$ cat src/rtl/pll_reset_ctrl.sv
// PLL reset sequencer and lock qualifier.
// Pulses the PLL reset, waits for lock with a timeout/retry loop, requires a
// stable lock window before releasing the system reset, and re-sequences on
// lock loss or on a soft re-lock request. Runs entirely on the board clock.
module pll_reset_ctrl #(
  parameter int PLL_RST_CYCLES = 16,
  parameter int LOCK_TIMEOUT   = 65536,
  parameter int STABLE_CYCLES  = 1024,
  parameter int CNT_W          = 8
) (
  input  logic             inclk0,
  input  logic             areset,
  input  logic             pll_locked,
  input  logic             soft_relock,
  output logic             pll_areset,
  output logic             sys_rst,
  output logic             sys_ready,
  output logic [1:0]       state,
  output logic [CNT_W-1:0] relock_cnt,
  output logic [CNT_W-1:0] timeout_cnt
);

  // One shared cycle counter must reach the largest terminal count.
  localparam int MAX_AB  = (PLL_RST_CYCLES > LOCK_TIMEOUT) ? PLL_RST_CYCLES : LOCK_TIMEOUT;
  localparam int MAX_CYC = (MAX_AB > STABLE_CYCLES) ? MAX_AB : STABLE_CYCLES;
  localparam int CYC_W   = (MAX_CYC > 1) ? $clog2(MAX_CYC) : 1;

  localparam logic [CYC_W-1:0] RST_LAST     = CYC_W'(PLL_RST_CYCLES - 1);
  localparam logic [CYC_W-1:0] TIMEOUT_LAST = CYC_W'(LOCK_TIMEOUT - 1);
  localparam logic [CYC_W-1:0] STABLE_LAST  = CYC_W'(STABLE_CYCLES - 1);

  typedef enum logic [1:0] {
    RESET_PLL = 2'd0,
    WAIT_LOCK = 2'd1,
    STABLE    = 2'd2,
    RUN       = 2'd3
  } state_t;

  state_t           cur;
  state_t           nxt;
  logic [CYC_W-1:0] cyc;
  logic             lock_meta;
  logic             locked_s;
  logic             timeout_evt;
  logic             loss_evt;

  // Event counters stick at all-ones so a long-running system never wraps.
  function automatic logic [CNT_W-1:0] sat_inc(input logic [CNT_W-1:0] v);
    return (&v) ? v : v + 1'b1;
  endfunction

  assign state = cur;

  // Next-state decision; lock loss always outranks a soft re-lock request.
  always_comb begin
    nxt         = cur;
    timeout_evt = 1'b0;
    loss_evt    = 1'b0;
    case (cur)
      RESET_PLL: begin
        if (cyc == RST_LAST) nxt = WAIT_LOCK;
      end
      WAIT_LOCK: begin
        if (locked_s) begin
          nxt = STABLE;
        end else if (cyc == TIMEOUT_LAST) begin
          nxt         = RESET_PLL;
          timeout_evt = 1'b1;
        end else if (soft_relock) begin
          nxt = RESET_PLL;
        end
      end
      STABLE: begin
        // A lock glitch restarts the whole lock wait rather than retrying the PLL.
        if (!locked_s)                nxt = WAIT_LOCK;
        else if (soft_relock)         nxt = RESET_PLL;
        else if (cyc == STABLE_LAST)  nxt = RUN;
      end
      RUN: begin
        if (!locked_s) begin
          nxt      = RESET_PLL;
          loss_evt = 1'b1;
        end else if (soft_relock) begin
          nxt = RESET_PLL;
        end
      end
      default: nxt = RESET_PLL;
    endcase
  end

  // State, lock synchronizer, cycle counter, event counters and outputs registered from next state.
  always_ff @(posedge inclk0 or posedge areset) begin
    if (areset) begin
      cur         <= RESET_PLL;
      cyc         <= '0;
      lock_meta   <= 1'b0;
      locked_s    <= 1'b0;
      pll_areset  <= 1'b1;
      sys_rst     <= 1'b1;
      sys_ready   <= 1'b0;
      relock_cnt  <= '0;
      timeout_cnt <= '0;
    end else begin
      lock_meta  <= pll_locked;
      locked_s   <= lock_meta;
      cur        <= nxt;
      cyc        <= (nxt != cur) ? '0 : cyc + 1'b1;
      pll_areset <= (nxt == RESET_PLL);
      sys_rst    <= (nxt != RUN);
      sys_ready  <= (nxt == RUN);
      if (loss_evt)    relock_cnt  <= sat_inc(relock_cnt);
      if (timeout_evt) timeout_cnt <= sat_inc(timeout_cnt);
    end
  end

endmodule
$ cat config.mk
export PLATFORM = sky130hd
export DESIGN_NAME = pll_reset_ctrl
export DESIGN_NICKNAME = d
export VERILOG_FILES = /design/src/rtl/pll_reset_ctrl.sv
export SDC_FILE = /design/constraint.sdc
export NUM_CORES = 1
export LEC_CHECK = 0
export BUFFER_PORTS_ARGS = -buffer_cell sky130_fd_sc_hd__buf_2
export CORE_UTILIZATION = 55
export DETAILED_ROUTE_END_ITERATION = 10
export GPL_ROUTABILITY_DRIVEN = 0
export PLACE_DENSITY = 0.77
export SYNTH_ARGS = -nofsm -noshare
export SYNTH_HDL_FRONTEND = slang
export SYNTH_SLANG_ARGS = --single-unit
$ cat constraint.sdc
create_clock -name inclk0 -period 2.7 [get_ports inclk0]
set_input_delay 0.27 -clock inclk0 [delete_from_list [all_inputs] [get_ports inclk0]]
set_output_delay 0.27 -clock inclk0 [all_outputs]
set_load 0.01 [all_outputs]
==> impl_metrics.env <==
export IMPL_grt_overflow=0
export IMPL_area_growth_pct=12.5
export IMPL_netSwitchingFraction_pct=33.7
export IMPL_worstMarginPinSlew_ps=720
export IMPL_yosys_area_share_adder_pct=1.97
export IMPL_ctsHoldBuffers=0
export IMPL_ys_warn_count=0
export IMPL_die_x_um=60.9
export IMPL_syn_inst=180
export IMPL_whs_ps=21.8
export IMPL_post_cts_resized=0
export IMPL_numPortBuffers=24
export IMPL_synth_flop_cell="dfrtp_1"
export IMPL_multi_input_area_um2=863
export IMPL_die_area_um2=3710
export IMPL_reg2reg_to="timeout_cnt[1]"
export IMPL_seqPwrFrac_pct=51.1
export IMPL_clkPwrFrac_pct=22.9
export IMPL_power_density_nw_per_um2=680
export IMPL_cts_tree="yes"
export IMPL_skew_ps=6.36
export IMPL_final_setup_viol_count=0
export IMPL_fin_area_um2=2140
export IMPL_ir_drop_uv=536
export IMPL_synthXorXnorAreaFrac_pct=12.4
export IMPL_internal_power_mw=0.967
export IMPL_synth_cell_types=36
export IMPL_fin_crit_ps=2240
export IMPL_fin_crit_sh_pct=83.0
export IMPL_drt_wl_total_um=3800
export IMPL_rows=21
export IMPL_start_util_pct=57.1
export IMPL_seq_area_frac_synth_pct=51.3
export IMPL_hold_viol_final=0
export IMPL_grt_first_pass_wirelength_um=6440
export IMPL_cts_sinks=39
export IMPL_clkSlewWorstSetupHoldPaths_ps=110
export IMPL_antenna_cells=0
export IMPL_rr_worst_depth=5
export IMPL_fp_dieH_um=60.9
export IMPL_most_common_layout_cells="37 x dfrtp_1, 24 x buf_2, 17 x xor2_1"
export IMPL_cts_setup_buffers=0
export IMPL_io_pin_count=25
export IMPL_final_common_cell="dfrtp_1"
export IMPL_critPathLaunchType="flop"
export IMPL_crit_path_end_kind="flop"
export IMPL_grt_pass1_vias=1403
export IMPL_synth_area_mux_share_pct=0.591
export IMPL_ys_ff_latch=39
export IMPL_avgSynthCellArea_um2=10.6
export IMPL_syn_nets=187
export IMPL_power_switching_mw=0.492
export IMPL_dp_hpwl_um=2770
export IMPL_ant_nets=0
export IMPL_comb_power_share_pct=26.0
export IMPL_core_area_um2=3340
export IMPL_vias=1462
export IMPL_tns_ps=0
export IMPL_critPathMaxFanout=9
export IMPL_p_leak_nw=1.02
export IMPL_clock_tree_root_cell="clkbuf_4"
export IMPL_status="finished clean"
export IMPL_final_nets=216
export IMPL_synth_simple_area_share_pct=21.5
export IMPL_fillers=283
export IMPL_timing_rr_start="cyc[0]"
export IMPL_htreeDepth=2
export IMPL_numCtsBuffers=5
export IMPL_synthArstFlopShare_pct=100
export IMPL_regArea_um2=978
export IMPL_routedWlPerCell_um=14.9
export IMPL_synth_top_family_by_area="simple AND/OR/NAND/NOR gates"
export IMPL_required_ps=2930
export IMPL_placed_area_um2=2080
export IMPL_max_freq_mhz=446
export IMPL_relSlewSlack_pct=52.0
export IMPL_clkLatencyLatePin_ps=340
export IMPL_first_pass_iters=4
export IMPL_crit_arrival_ps=2470
export IMPL_synth_edf_count=0
export IMPL_grt_max_degree=20
export IMPL_critical_path_class="flop to flop"
export IMPL_antenna_found_initial=0
export IMPL_r2r_slack_ps=460
export IMPL_synth_compound_area_share_pct=8.79
export IMPL_grt_usage_pct=24.3
export IMPL_slew_violations=0
export IMPL_viasPerCell=5.71
export IMPL_drcViolationCount=0
export IMPL_drtIter0Drc=54
export IMPL_clockBufferDepth=2
export IMPL_power_total_mw=1.46
export IMPL_rsz0062_at_grt="false"
export IMPL_drv_cap=0
export IMPL_drive_gt1_share_pct=20.0
export IMPL_syn_area_um2=1910
export IMPL_hold_class="primary input to asynchronous set/reset pin"
## worst max-delay path, cell delays in order (launching register included)
cell	delay [ps]
dfrtp_1	400
ha_1	220
nand4_1	150
or4_1	720
nor2_1	270
mux2_2	370
## worst max path at each step
stage	slack, ps	cells after the start	start	end
floorplan	690	7	cyc[0]	cyc[10]
global placement	570	5	cyc[0]	timeout_cnt[1]
detailed placement	500	5	cyc[0]	timeout_cnt[1]
CTS	470	5	cyc[0]	timeout_cnt[1]
global route	340	5	cyc[0]	timeout_cnt[1]
finish	460	5	cyc[0]	timeout_cnt[1]
## metal layers
metal / up-vias / track usage, % / share of wire, % / routed length [um]
met5: - / 0 / 0 / 0
met4: 0 / 9.09 / 1.7 / 63
met3: 9 / 6.40 / 4.1 / 154
met2: 40 / 37.8 / 49 / 1880
met1: 709 / 32.9 / 45 / 1710
li1: 704 / - / - / -
## cells by family after synthesis
kind of cell | Yosys count
and+or+nand+nor | 75
DFF | 39
muxes | 1
xor gates and xnor gates | 27
buffers and inverters | 13
AOI/OAI and AO/OA | 22
adders and majority gates | 3
## Yosys cell counts, types with 3 or more instances
library cell  count  share of area, %
and3_1            3              0.98
xor2_1           17               7.8
nor3_1            9               2.4
nand3_1          12               3.1
nand2_1          11               2.2
xnor2_1          10               4.6
dfrtp_1          37                49
a211oi_1          9               3.5
nor4_1            5               1.6
a21oi_1           3              0.79
nor2_1           11               2.2
clkbuf_1          3              0.59
inv_1             7               1.4
ha_1              3               2.0
nand4_1          11               3.6
## registers in the layout (all words and copies together), names as in the netlist
name	cells
cyc	16
relock_cnt	8
timeout_cnt	8
state	2
lock_meta	1
locked_s	1
pll_areset	1
sys_ready	1
sys_rst	1
## area by class of cell
cell class	count	share of cell area (%)
Sequential cell	39	45.6
Multi-Input combinational cell	128	40.3
Timing Repair Buffer	28	7.00
Clock buffer	8	3.21
Tap cell	46	2.68
Inverter	7	1.23
## power by group through the flow
stage	Sequential, mW	Clock, mW	Combinational (mW)
2_1_floorplan	0.755	0	0.251
3_3_place_gp	0.748	0	0.363
3_5_place_dp	0.756	0	0.381
4_1_cts	0.745	0.342	0.382
5_1_grt	0.758	0.370	0.423
6_report	0.746	0.334	0.379
## stage by stage
step	std cells	utilization [%]	worst slack [ps]
global placement	248	62.2	569
global route	256	64.3	344
finish	256	64.3	460
floorplan	180	-	688
detailed placement	248	62.2	496
CTS	256	64.3	467
Power figures use the tool's default switching activity.
